<file path="config.mk">
export PLATFORM = sky130hd
export DESIGN_NAME = time_set_controller
export DESIGN_NICKNAME = d
export VERILOG_FILES = /design/src/rtl/time_set_controller_pkg.sv /design/src/rtl/time_set_controller_key_debounce.sv /design/src/rtl/time_set_controller.sv
export SDC_FILE = /design/constraint.sdc
export NUM_CORES = 1
export LEC_CHECK = 0
export ABC_AREA = 1
export CAP_MARGIN = 20
export CELL_PAD_IN_SITES_DETAIL_PLACEMENT = 0
export CELL_PAD_IN_SITES_GLOBAL_PLACEMENT = 1
export CORE_UTILIZATION = 40
export DETAILED_ROUTE_END_ITERATION = 10
export HOLD_SLACK_MARGIN = 0.06
export PLACE_DENSITY_LB_ADDON = 0.1
export SYNTH_ARGS = -nofsm -noshare
export SYNTH_HDL_FRONTEND = slang
export SYNTH_SLANG_ARGS = --single-unit
</file>
<file path="constraint.sdc">
create_clock -name CLOCK_50 -period 3.3 [get_ports CLOCK_50]
set_input_delay 0.66 -clock CLOCK_50 [delete_from_list [all_inputs] [get_ports CLOCK_50]]
set_output_delay 0.66 -clock CLOCK_50 [all_outputs]
set_load 0.01 [all_outputs]
</file>
<file path="src/rtl/time_set_controller_pkg.sv">
// Shared definitions for the time-setting controller.
//   - FSM state encodings (also reused as the mode LED pattern for set states)
//   - hour/minute limits and the per-digit blanking masks
//   - wrap-around increment/decrement helpers for the edit registers
package time_set_controller_pkg;

  typedef enum logic [1:0] {
    ST_RUN         = 2'd0,
    ST_SET_HOURS   = 2'd1,
    ST_SET_MINUTES = 2'd2,
    ST_COMMIT      = 2'd3
  } state_e;

  localparam logic [5:0] HOURS_MAX     = 6'd23;
  localparam logic [5:0] MINUTES_MAX   = 6'd59;

  localparam logic [3:0] BLANK_HOURS   = 4'b1100;
  localparam logic [3:0] BLANK_MINUTES = 4'b0011;

  // Values above max (possible from a live capture) step up to 0.
  function automatic logic [5:0] wrap_inc(input logic [5:0] v, input logic [5:0] max_v);
    return (v >= max_v) ? 6'd0 : v + 6'd1;
  endfunction

  // Values above max step down to max.
  function automatic logic [5:0] wrap_dec(input logic [5:0] v, input logic [5:0] max_v);
    return ((v == 6'd0) || (v > max_v)) ? max_v : v - 6'd1;
  endfunction

endpackage

</file>
<file path="src/rtl/time_set_controller_key_debounce.sv">
// Key conditioning for one active-low pushbutton.
//   clk_i    system clock
//   rst_ni   asynchronous active-low reset
//   key_n_i  raw button level, asynchronous, low = pressed
//   pulse_o  one-cycle pulse on an accepted press, plus auto-repeat steps
//            while held when REPEAT_EN is set
// pulse_o is combinational from registered state, so the consumer acts on
// the same edge at which the debounced level flips (latency DEBOUNCE_CYCLES+2).
module time_set_controller_key_debounce #(
  parameter int DEBOUNCE_CYCLES     = 1_000_000,
  parameter int REPEAT_DELAY_CYCLES = 25_000_000,
  parameter int REPEAT_RATE_CYCLES  = 5_000_000,
  parameter bit REPEAT_EN           = 1'b1
) (
  input  logic clk_i,
  input  logic rst_ni,
  input  logic key_n_i,
  output logic pulse_o
);

  localparam int DB_W    = (DEBOUNCE_CYCLES > 1) ? $clog2(DEBOUNCE_CYCLES) : 1;
  localparam int REP_MAX = (REPEAT_DELAY_CYCLES > REPEAT_RATE_CYCLES) ?
                           REPEAT_DELAY_CYCLES : REPEAT_RATE_CYCLES;
  localparam int REP_W   = (REP_MAX > 1) ? $clog2(REP_MAX) : 1;

  logic             sync1_q, sync2_q;
  logic             level_q, level_d;     // 1 = accepted pressed
  logic [DB_W-1:0]  db_cnt_q, db_cnt_d;
  logic [REP_W-1:0] rep_cnt_q, rep_cnt_d;
  logic             pressed_s;
  logic             press;
  logic             rep_fire;

  assign pressed_s = ~sync2_q;

  always_comb begin
    level_d  = level_q;
    db_cnt_d = '0;
    press    = 1'b0;
    if (pressed_s != level_q) begin
      if (db_cnt_q == DB_W'(DEBOUNCE_CYCLES - 1)) begin
        level_d = pressed_s;
        press   = pressed_s;
      end else begin
        db_cnt_d = db_cnt_q + DB_W'(1);
      end
    end
  end

  // Repeat timer runs only while both the accepted and the synchronized
  // levels say pressed, so a release cancels repeats without waiting for
  // the debounce window.
  always_comb begin
    rep_cnt_d = '0;
    rep_fire  = 1'b0;
    if (press) begin
      rep_cnt_d = REP_W'(REPEAT_DELAY_CYCLES - 1);
    end else if (level_q && pressed_s) begin
      if (rep_cnt_q == '0) begin
        rep_fire  = REPEAT_EN;
        rep_cnt_d = REP_W'(REPEAT_RATE_CYCLES - 1);
      end else begin
        rep_cnt_d = rep_cnt_q - REP_W'(1);
      end
    end
  end

  assign pulse_o = press | rep_fire;

  always_ff @(posedge clk_i or negedge rst_ni) begin
    if (!rst_ni) begin
      sync1_q   <= 1'b1;
      sync2_q   <= 1'b1;
      level_q   <= 1'b0;
      db_cnt_q  <= '0;
      rep_cnt_q <= '0;
    end else begin
      sync1_q   <= key_n_i;
      sync2_q   <= sync1_q;
      level_q   <= level_d;
      db_cnt_q  <= db_cnt_d;
      rep_cnt_q <= rep_cnt_d;
    end
  end

endmodule

</file>
<file path="src/rtl/time_set_controller.sv">
// User time-setting sequencer between the board keys, TimeOfDay and TimeTo7Seg.
//   CLOCK_50       system clock
//   RESET_N        asynchronous active-low reset
//   key_*_n        raw mode/up/down buttons, low = pressed
//   cur_hours/min  live time from TimeOfDay
//   run_en         TimeOfDay count enable (low while editing)
//   load           one-cycle commit strobe with load_hours/load_minutes
//   disp_hours/min time shown on the display (live or edit values)
//   blank_hex      per-digit blanking, bit i blanks HEXi
//   mode_led       00 run, 01 setting hours, 10 setting minutes
//
// state          | meaning
// ST_RUN         | clock counting, display shows live time
// ST_SET_HOURS   | counting paused, up/down edit hours, hour digits blink
// ST_SET_MINUTES | counting paused, up/down edit minutes, minute digits blink
// ST_COMMIT      | single cycle: load strobe with the edited time
module time_set_controller
  import time_set_controller_pkg::*;
#(
  parameter int DEBOUNCE_CYCLES     = 1_000_000,
  parameter int REPEAT_DELAY_CYCLES = 25_000_000,
  parameter int REPEAT_RATE_CYCLES  = 5_000_000,
  parameter int BLINK_CYCLES        = 12_500_000,
  parameter int TIMEOUT_CYCLES      = 500_000_000
) (
  input  logic       CLOCK_50,
  input  logic       RESET_N,
  input  logic       key_mode_n,
  input  logic       key_up_n,
  input  logic       key_down_n,
  input  logic [5:0] cur_minutes,
  input  logic [5:0] cur_hours,
  output logic       run_en,
  output logic       load,
  output logic [5:0] load_minutes,
  output logic [5:0] load_hours,
  output logic [5:0] disp_minutes,
  output logic [5:0] disp_hours,
  output logic [3:0] blank_hex,
  output logic [1:0] mode_led
);

  localparam int TO_W = (TIMEOUT_CYCLES > 1) ? $clog2(TIMEOUT_CYCLES) : 1;
  localparam int BL_W = (BLINK_CYCLES > 1) ? $clog2(BLINK_CYCLES) : 1;

  logic mode_p, up_p, down_p;

  time_set_controller_key_debounce #(
    .DEBOUNCE_CYCLES    (DEBOUNCE_CYCLES),
    .REPEAT_DELAY_CYCLES(REPEAT_DELAY_CYCLES),
    .REPEAT_RATE_CYCLES (REPEAT_RATE_CYCLES),
    .REPEAT_EN          (1'b0)
  ) u_key_mode (
    .clk_i  (CLOCK_50),
    .rst_ni (RESET_N),
    .key_n_i(key_mode_n),
    .pulse_o(mode_p)
  );

  time_set_controller_key_debounce #(
    .DEBOUNCE_CYCLES    (DEBOUNCE_CYCLES),
    .REPEAT_DELAY_CYCLES(REPEAT_DELAY_CYCLES),
    .REPEAT_RATE_CYCLES (REPEAT_RATE_CYCLES),
    .REPEAT_EN          (1'b1)
  ) u_key_up (
    .clk_i  (CLOCK_50),
    .rst_ni (RESET_N),
    .key_n_i(key_up_n),
    .pulse_o(up_p)
  );

  time_set_controller_key_debounce #(
    .DEBOUNCE_CYCLES    (DEBOUNCE_CYCLES),
    .REPEAT_DELAY_CYCLES(REPEAT_DELAY_CYCLES),
    .REPEAT_RATE_CYCLES (REPEAT_RATE_CYCLES),
    .REPEAT_EN          (1'b1)
  ) u_key_down (
    .clk_i  (CLOCK_50),
    .rst_ni (RESET_N),
    .key_n_i(key_down_n),
    .pulse_o(down_p)
  );

  state_e          state_q, state_d;
  logic [5:0]      edit_h_q, edit_h_d;
  logic [5:0]      edit_m_q, edit_m_d;
  logic [5:0]      load_h_q, load_h_d;
  logic [5:0]      load_m_q, load_m_d;
  logic [TO_W-1:0] to_cnt_q, to_cnt_d;
  logic [BL_W-1:0] blink_cnt_q, blink_cnt_d;
  logic            phase_q, phase_d;

  logic any_p, up_only, down_only;
  logic enter_set, step_applied;

  assign any_p     = mode_p | up_p | down_p;
  assign up_only   = up_p & ~down_p;
  assign down_only = down_p & ~up_p;

  always_comb begin
    state_d      = state_q;
    edit_h_d     = edit_h_q;
    edit_m_d     = edit_m_q;
    load_h_d     = load_h_q;
    load_m_d     = load_m_q;
    enter_set    = 1'b0;
    step_applied = 1'b0;

    // Mode is checked first so a coincident step is dropped; a timeout only
    // fires on a cycle with no key pulse because any pulse restarts it.
    case (state_q)
      ST_RUN: begin
        if (mode_p) begin
          state_d   = ST_SET_HOURS;
          edit_h_d  = cur_hours;
          edit_m_d  = cur_minutes;
          enter_set = 1'b1;
        end
      end
      ST_SET_HOURS: begin
        if (mode_p) begin
          state_d   = ST_SET_MINUTES;
          enter_set = 1'b1;
        end else if (up_only) begin
          edit_h_d     = wrap_inc(edit_h_q, HOURS_MAX);
          step_applied = 1'b1;
        end else if (down_only) begin
          edit_h_d     = wrap_dec(edit_h_q, HOURS_MAX);
          step_applied = 1'b1;
        end else if (!any_p && (to_cnt_q == '0)) begin
          state_d = ST_RUN;
        end
      end
      ST_SET_MINUTES: begin
        if (mode_p) begin
          state_d  = ST_COMMIT;
          load_h_d = edit_h_q;
          load_m_d = edit_m_q;
        end else if (up_only) begin
          edit_m_d     = wrap_inc(edit_m_q, MINUTES_MAX);
          step_applied = 1'b1;
        end else if (down_only) begin
          edit_m_d     = wrap_dec(edit_m_q, MINUTES_MAX);
          step_applied = 1'b1;
        end else if (!any_p && (to_cnt_q == '0)) begin
          state_d = ST_RUN;
        end
      end
      ST_COMMIT: state_d = ST_RUN;
      default:   state_d = ST_RUN;
    endcase

    if (enter_set || any_p) begin
      to_cnt_d = TO_W'(TIMEOUT_CYCLES - 1);
    end else if (to_cnt_q != '0) begin
      to_cnt_d = to_cnt_q - TO_W'(1);
    end else begin
      to_cnt_d = to_cnt_q;
    end

    if (enter_set || step_applied) begin
      blink_cnt_d = BL_W'(BLINK_CYCLES - 1);
      phase_d     = 1'b0;
    end else if (blink_cnt_q == '0) begin
      blink_cnt_d = BL_W'(BLINK_CYCLES - 1);
      phase_d     = ~phase_q;
    end else begin
      blink_cnt_d = blink_cnt_q - BL_W'(1);
      phase_d     = phase_q;
    end
  end

  always_ff @(posedge CLOCK_50 or negedge RESET_N) begin
    if (!RESET_N) begin
      state_q     <= ST_RUN;
      edit_h_q    <= '0;
      edit_m_q    <= '0;
      load_h_q    <= '0;
      load_m_q    <= '0;
      to_cnt_q    <= '0;
      blink_cnt_q <= '0;
      phase_q     <= 1'b0;
    end else begin
      state_q     <= state_d;
      edit_h_q    <= edit_h_d;
      edit_m_q    <= edit_m_d;
      load_h_q    <= load_h_d;
      load_m_q    <= load_m_d;
      to_cnt_q    <= to_cnt_d;
      blink_cnt_q <= blink_cnt_d;
      phase_q     <= phase_d;
    end
  end

  assign run_en       = (state_q == ST_RUN);
  assign load         = (state_q == ST_COMMIT);
  assign load_hours   = load_h_q;
  assign load_minutes = load_m_q;
  assign disp_hours   = (state_q == ST_RUN) ? cur_hours   : edit_h_q;
  assign disp_minutes = (state_q == ST_RUN) ? cur_minutes : edit_m_q;

  always_comb begin
    mode_led  = 2'b00;
    blank_hex = 4'b0000;
    if (state_q == ST_SET_HOURS) begin
      mode_led = 2'b01;
      if (phase_q) blank_hex = BLANK_HOURS;
    end else if (state_q == ST_SET_MINUTES) begin
      mode_led = 2'b10;
      if (phase_q) blank_hex = BLANK_MINUTES;
    end
  end

endmodule

</file>
==> impl_metrics.json <==
{
  "post_cts_resized": 0,
  "final_cells": 1908,
  "p_per_area_nw_per_um2": 371.1,
  "drc_errors": 0,
  "rsz0062_at_grt": "no",
  "portBuffers": 48,
  "synthSimpleGateAreaFrac_pct": 29.69,
  "nets": 1559,
  "slew_headroom_pct": 39.46,
  "grt_max_degree": 71,
  "overflow": 0,
  "rows": 61,
  "syn_to_final_growth_pct": 13.45,
  "holdWs_ns": 0.1592,
  "ios": 49,
  "dpl.cell_count": 1876,
  "coreArea_um2": 28010,
  "clkLatencyLatePin_ns": 0.45,
  "irDropWorstVdd_v": 0.0003023,
  "worst-path-buf-inv": 3,
  "fillers": 2793,
  "status": "completed",
  "cpMaxStageDelayCell": "clkdlybuf4s50_1",
  "fin_crit_ns": 2.854,
  "synth_area_um2": 11490,
  "synthArstFlopShare_pct": 100.0,
  "cts_tree": "done",
  "clkTransAtPathRegs_ns": 0.08,
  "layout_common_cells": "247 x nand2_1, 207 x nor2_1, 193 x dfrtp_1",
  "final_common_cell": "nand2_1",
  "hold_violations": 0,
  "syn_nets": 1503,
  "die_y_um": 171.5,
  "dr.pass1.iters": 7,
  "grt_pass1_vias": 9423,
  "cts-root-buf": "clkbuf_16",
  "syn_area_per_cell_um2": 7.863,
  "drive_gt1_share_pct": 8.758,
  "ys_warn_count": 0,
  "synth_edf_count": 0,
  "cts_setup_buffers": 0,
  "clockPowerShare_pct": 45.9,
  "start_util_pct": 41.01,
  "power.leakage_nw": 6.790,
  "switchingPower_mw": 1.167,
  "ys_ff_latch": 199,
  "dieWidth_um": 171.5,
  "place_congestion": 0.8311,
  "dieArea_um2": 29400,
  "antenna_cells": 0,
  "ctsLongestPathBuffers": 2,
  "synth-seq-area-share_pct": 43.42,
  "drv_cap": 0,
  "synth_top_family_by_area": "simple AND/OR/NAND/NOR gates",
  "yosys_most_used_dff": "dfrtp_1",
  "fin_crit_sh_pct": 86.49,
  "max_freq_mhz": 350.4,
  "worst-setup-path-type": "reg2out",
  "skew_ns": 0.01733,
  "htree_levels": 4,
  "critPathLaunchType": "flop",
  "path_cells": "inv_1, ha_1, buf_4, nand2_1, o21ai_0, clkdlybuf4s50_1",
  "num_vias": 9508,
  "drt_iter0_drc": 597,
  "internal_power_mw": 3.670,
  "path_max_fanout": 30,
  "tns_ns": 0,
  "synth_xor_area_share_pct": 5.795,
  "synthCells": 1461,
  "hold_path.class": "in2async",
  "via_per_inst": 4.983,
  "maxSlewViolCount": 0,
  "synth_mux_area_share_pct": 1.046,
  "endpoint_kind": "output pin",
  "synth-compound-area-share_pct": 9.400,
  "cts_buffers": 17,
  "required_ns": 2.64,
  "worstMarginPinSlew_ns": 0.9048,
  "place_ws_ns": 0.3877,
  "setup_violations": 0,
  "ant_nets": 0,
  "seqPwrFrac_pct": 50.9,
  "slowest_delay_ns": 0.57,
  "setup_slack_ns": 0.4459,
  "place.detailed.hpwl_um": 20220,
  "crit_family": "buffers and inverters",
  "synthDistinctLibCells": 53,
  "grt_pass1_wl_um": 46180,
  "netSwitchingFraction_pct": 24.12,
  "arrival_ns": 2.19,
  "ctsHoldBuffers": 0,
  "combPwrFrac_pct": 3.2,
  "synth_fa_ha_area_share_pct": 2.723,
  "clock_sinks": 199,
  "antenna_found_initial": 0,
  "grt_usage_pct": 19.65,
  "wire_per_inst_um": 14.13,
  "wl_um": 26960
}
[power by group through the flow]
stage	logic (mW)	registers (mW)	clock network [mW]
after floorplan	0.0541	2.51	0
after global placement	0.163	2.51	0
after detailed placement	0.162	2.51	0
after CTS	0.162	2.46	2.30
after global routing	0.180	2.47	2.38
final	0.156	2.46	2.22
[area by class of cell]
type / instances / area (um^2) / share of cell area [%]
Clock inverter: 14 / 181.4 / 1.392
Inverter: 205 / 769.5 / 5.904
Multi-Input combinational cell: 1032 / 5589 / 42.89
Sequential cell: 199 / 4987 / 38.27
Tap cell: 378 / 473.0 / 3.629
Clock buffer: 18 / 429.2 / 3.293
Timing Repair Buffer: 62 / 603.1 / 4.627
[kinds of logic after synthesis]
group	Yosys count
flops	199
fa+ha+maj	25
buf+inv	230
simple gates	729
xor+xnor	76
compound gates	190
mux	12
[metrics by stage]
step	power (mW)	instance area, um^2	util (%)
floorplan	2.562	11490	-
global placement	2.673	12420	44.35
detailed placement	2.673	12420	44.35
CTS	4.923	13030	46.53
global route	5.024	13030	46.53
finish	4.836	13030	46.53
[path summary, 6_finish.rpt]
path	from	to	slack [ns]	cells past startpoint
max	state_q[1]	disp_hours[2]	0.45	6
min	RESET_N	u_key_up.db_cnt_q[10]	0.16	1
max reg2reg	u_key_up.db_cnt_q[0]	blink_cnt_q[21]	0.45	12
min reg2reg	u_key_mode.sync1_q	u_key_mode.sync2_q	0.35	0
max in group asynchronous	RESET_N	u_key_down.sync1_q	2.20	2
min in group CLOCK_50	u_key_mode.sync1_q	u_key_mode.sync2_q	0.35	0
[Yosys cell counts (2+ instances only)]
library cell | instances | area share [%]
o31ai_1 | 3 | 0.20
a21oi_2 | 2 | 0.15
nor3_2 | 17 | 1.5
dfstp_2 | 6 | 1.4
nor3_1 | 54 | 2.4
buf_4 | 3 | 0.20
o31ai_2 | 2 | 0.22
a211oi_1 | 9 | 0.59
o21ai_0 | 85 | 3.7
mux2i_1 | 12 | 1.0
o21ai_1 | 9 | 0.39
ha_1 | 25 | 2.7
nor2_2 | 20 | 1.1
buf_2 | 5 | 0.22
nand2_2 | 8 | 0.44
nor3b_1 | 3 | 0.20
xor2_1 | 54 | 4.1
nand2_1 | 247 | 8.1
nor2_1 | 207 | 6.8
nor2_4 | 6 | 0.59
nor3_4 | 2 | 0.28
nand4_1 | 41 | 2.2
or2_1 | 3 | 0.16
inv_1 | 192 | 6.3
and3_1 | 5 | 0.27
o21a_1 | 5 | 0.33
o211ai_1 | 10 | 0.65
nand3_1 | 86 | 3.7
nor4_1 | 16 | 0.87
nand4_2 | 3 | 0.33
nand3_2 | 3 | 0.26
dfrtp_1 | 193 | 42
a31oi_1 | 4 | 0.22
buf_6 | 4 | 0.39
clkbuf_1 | 13 | 0.42
a21oi_1 | 53 | 2.3
xnor2_1 | 22 | 1.7
inv_2 | 12 | 0.39
or2_2 | 3 | 0.16
[metal layers]
metal / track usage (%) / part of all wire [%]
met2: 32.53 / 48
met3: 2.899 / 2.5
met4: 5.784 / 1.5
met5: 0 / 0
met1: 26.50 / 48
[state kept, by name, indices dropped and copies added (netlist names), 2 cells and up]
register / flops
blink_cnt_q: 24
edit_h_q: 6
edit_m_q: 6
load_hours: 6
load_minutes: 6
state_q: 2
to_cnt_q: 29
u_key_down.db_cnt_q: 20
u_key_down.rep_cnt_q: 25
u_key_mode.db_cnt_q: 20
u_key_up.db_cnt_q: 20
u_key_up.rep_cnt_q: 25
Note: power is estimated with default switching activity, not from simulation.
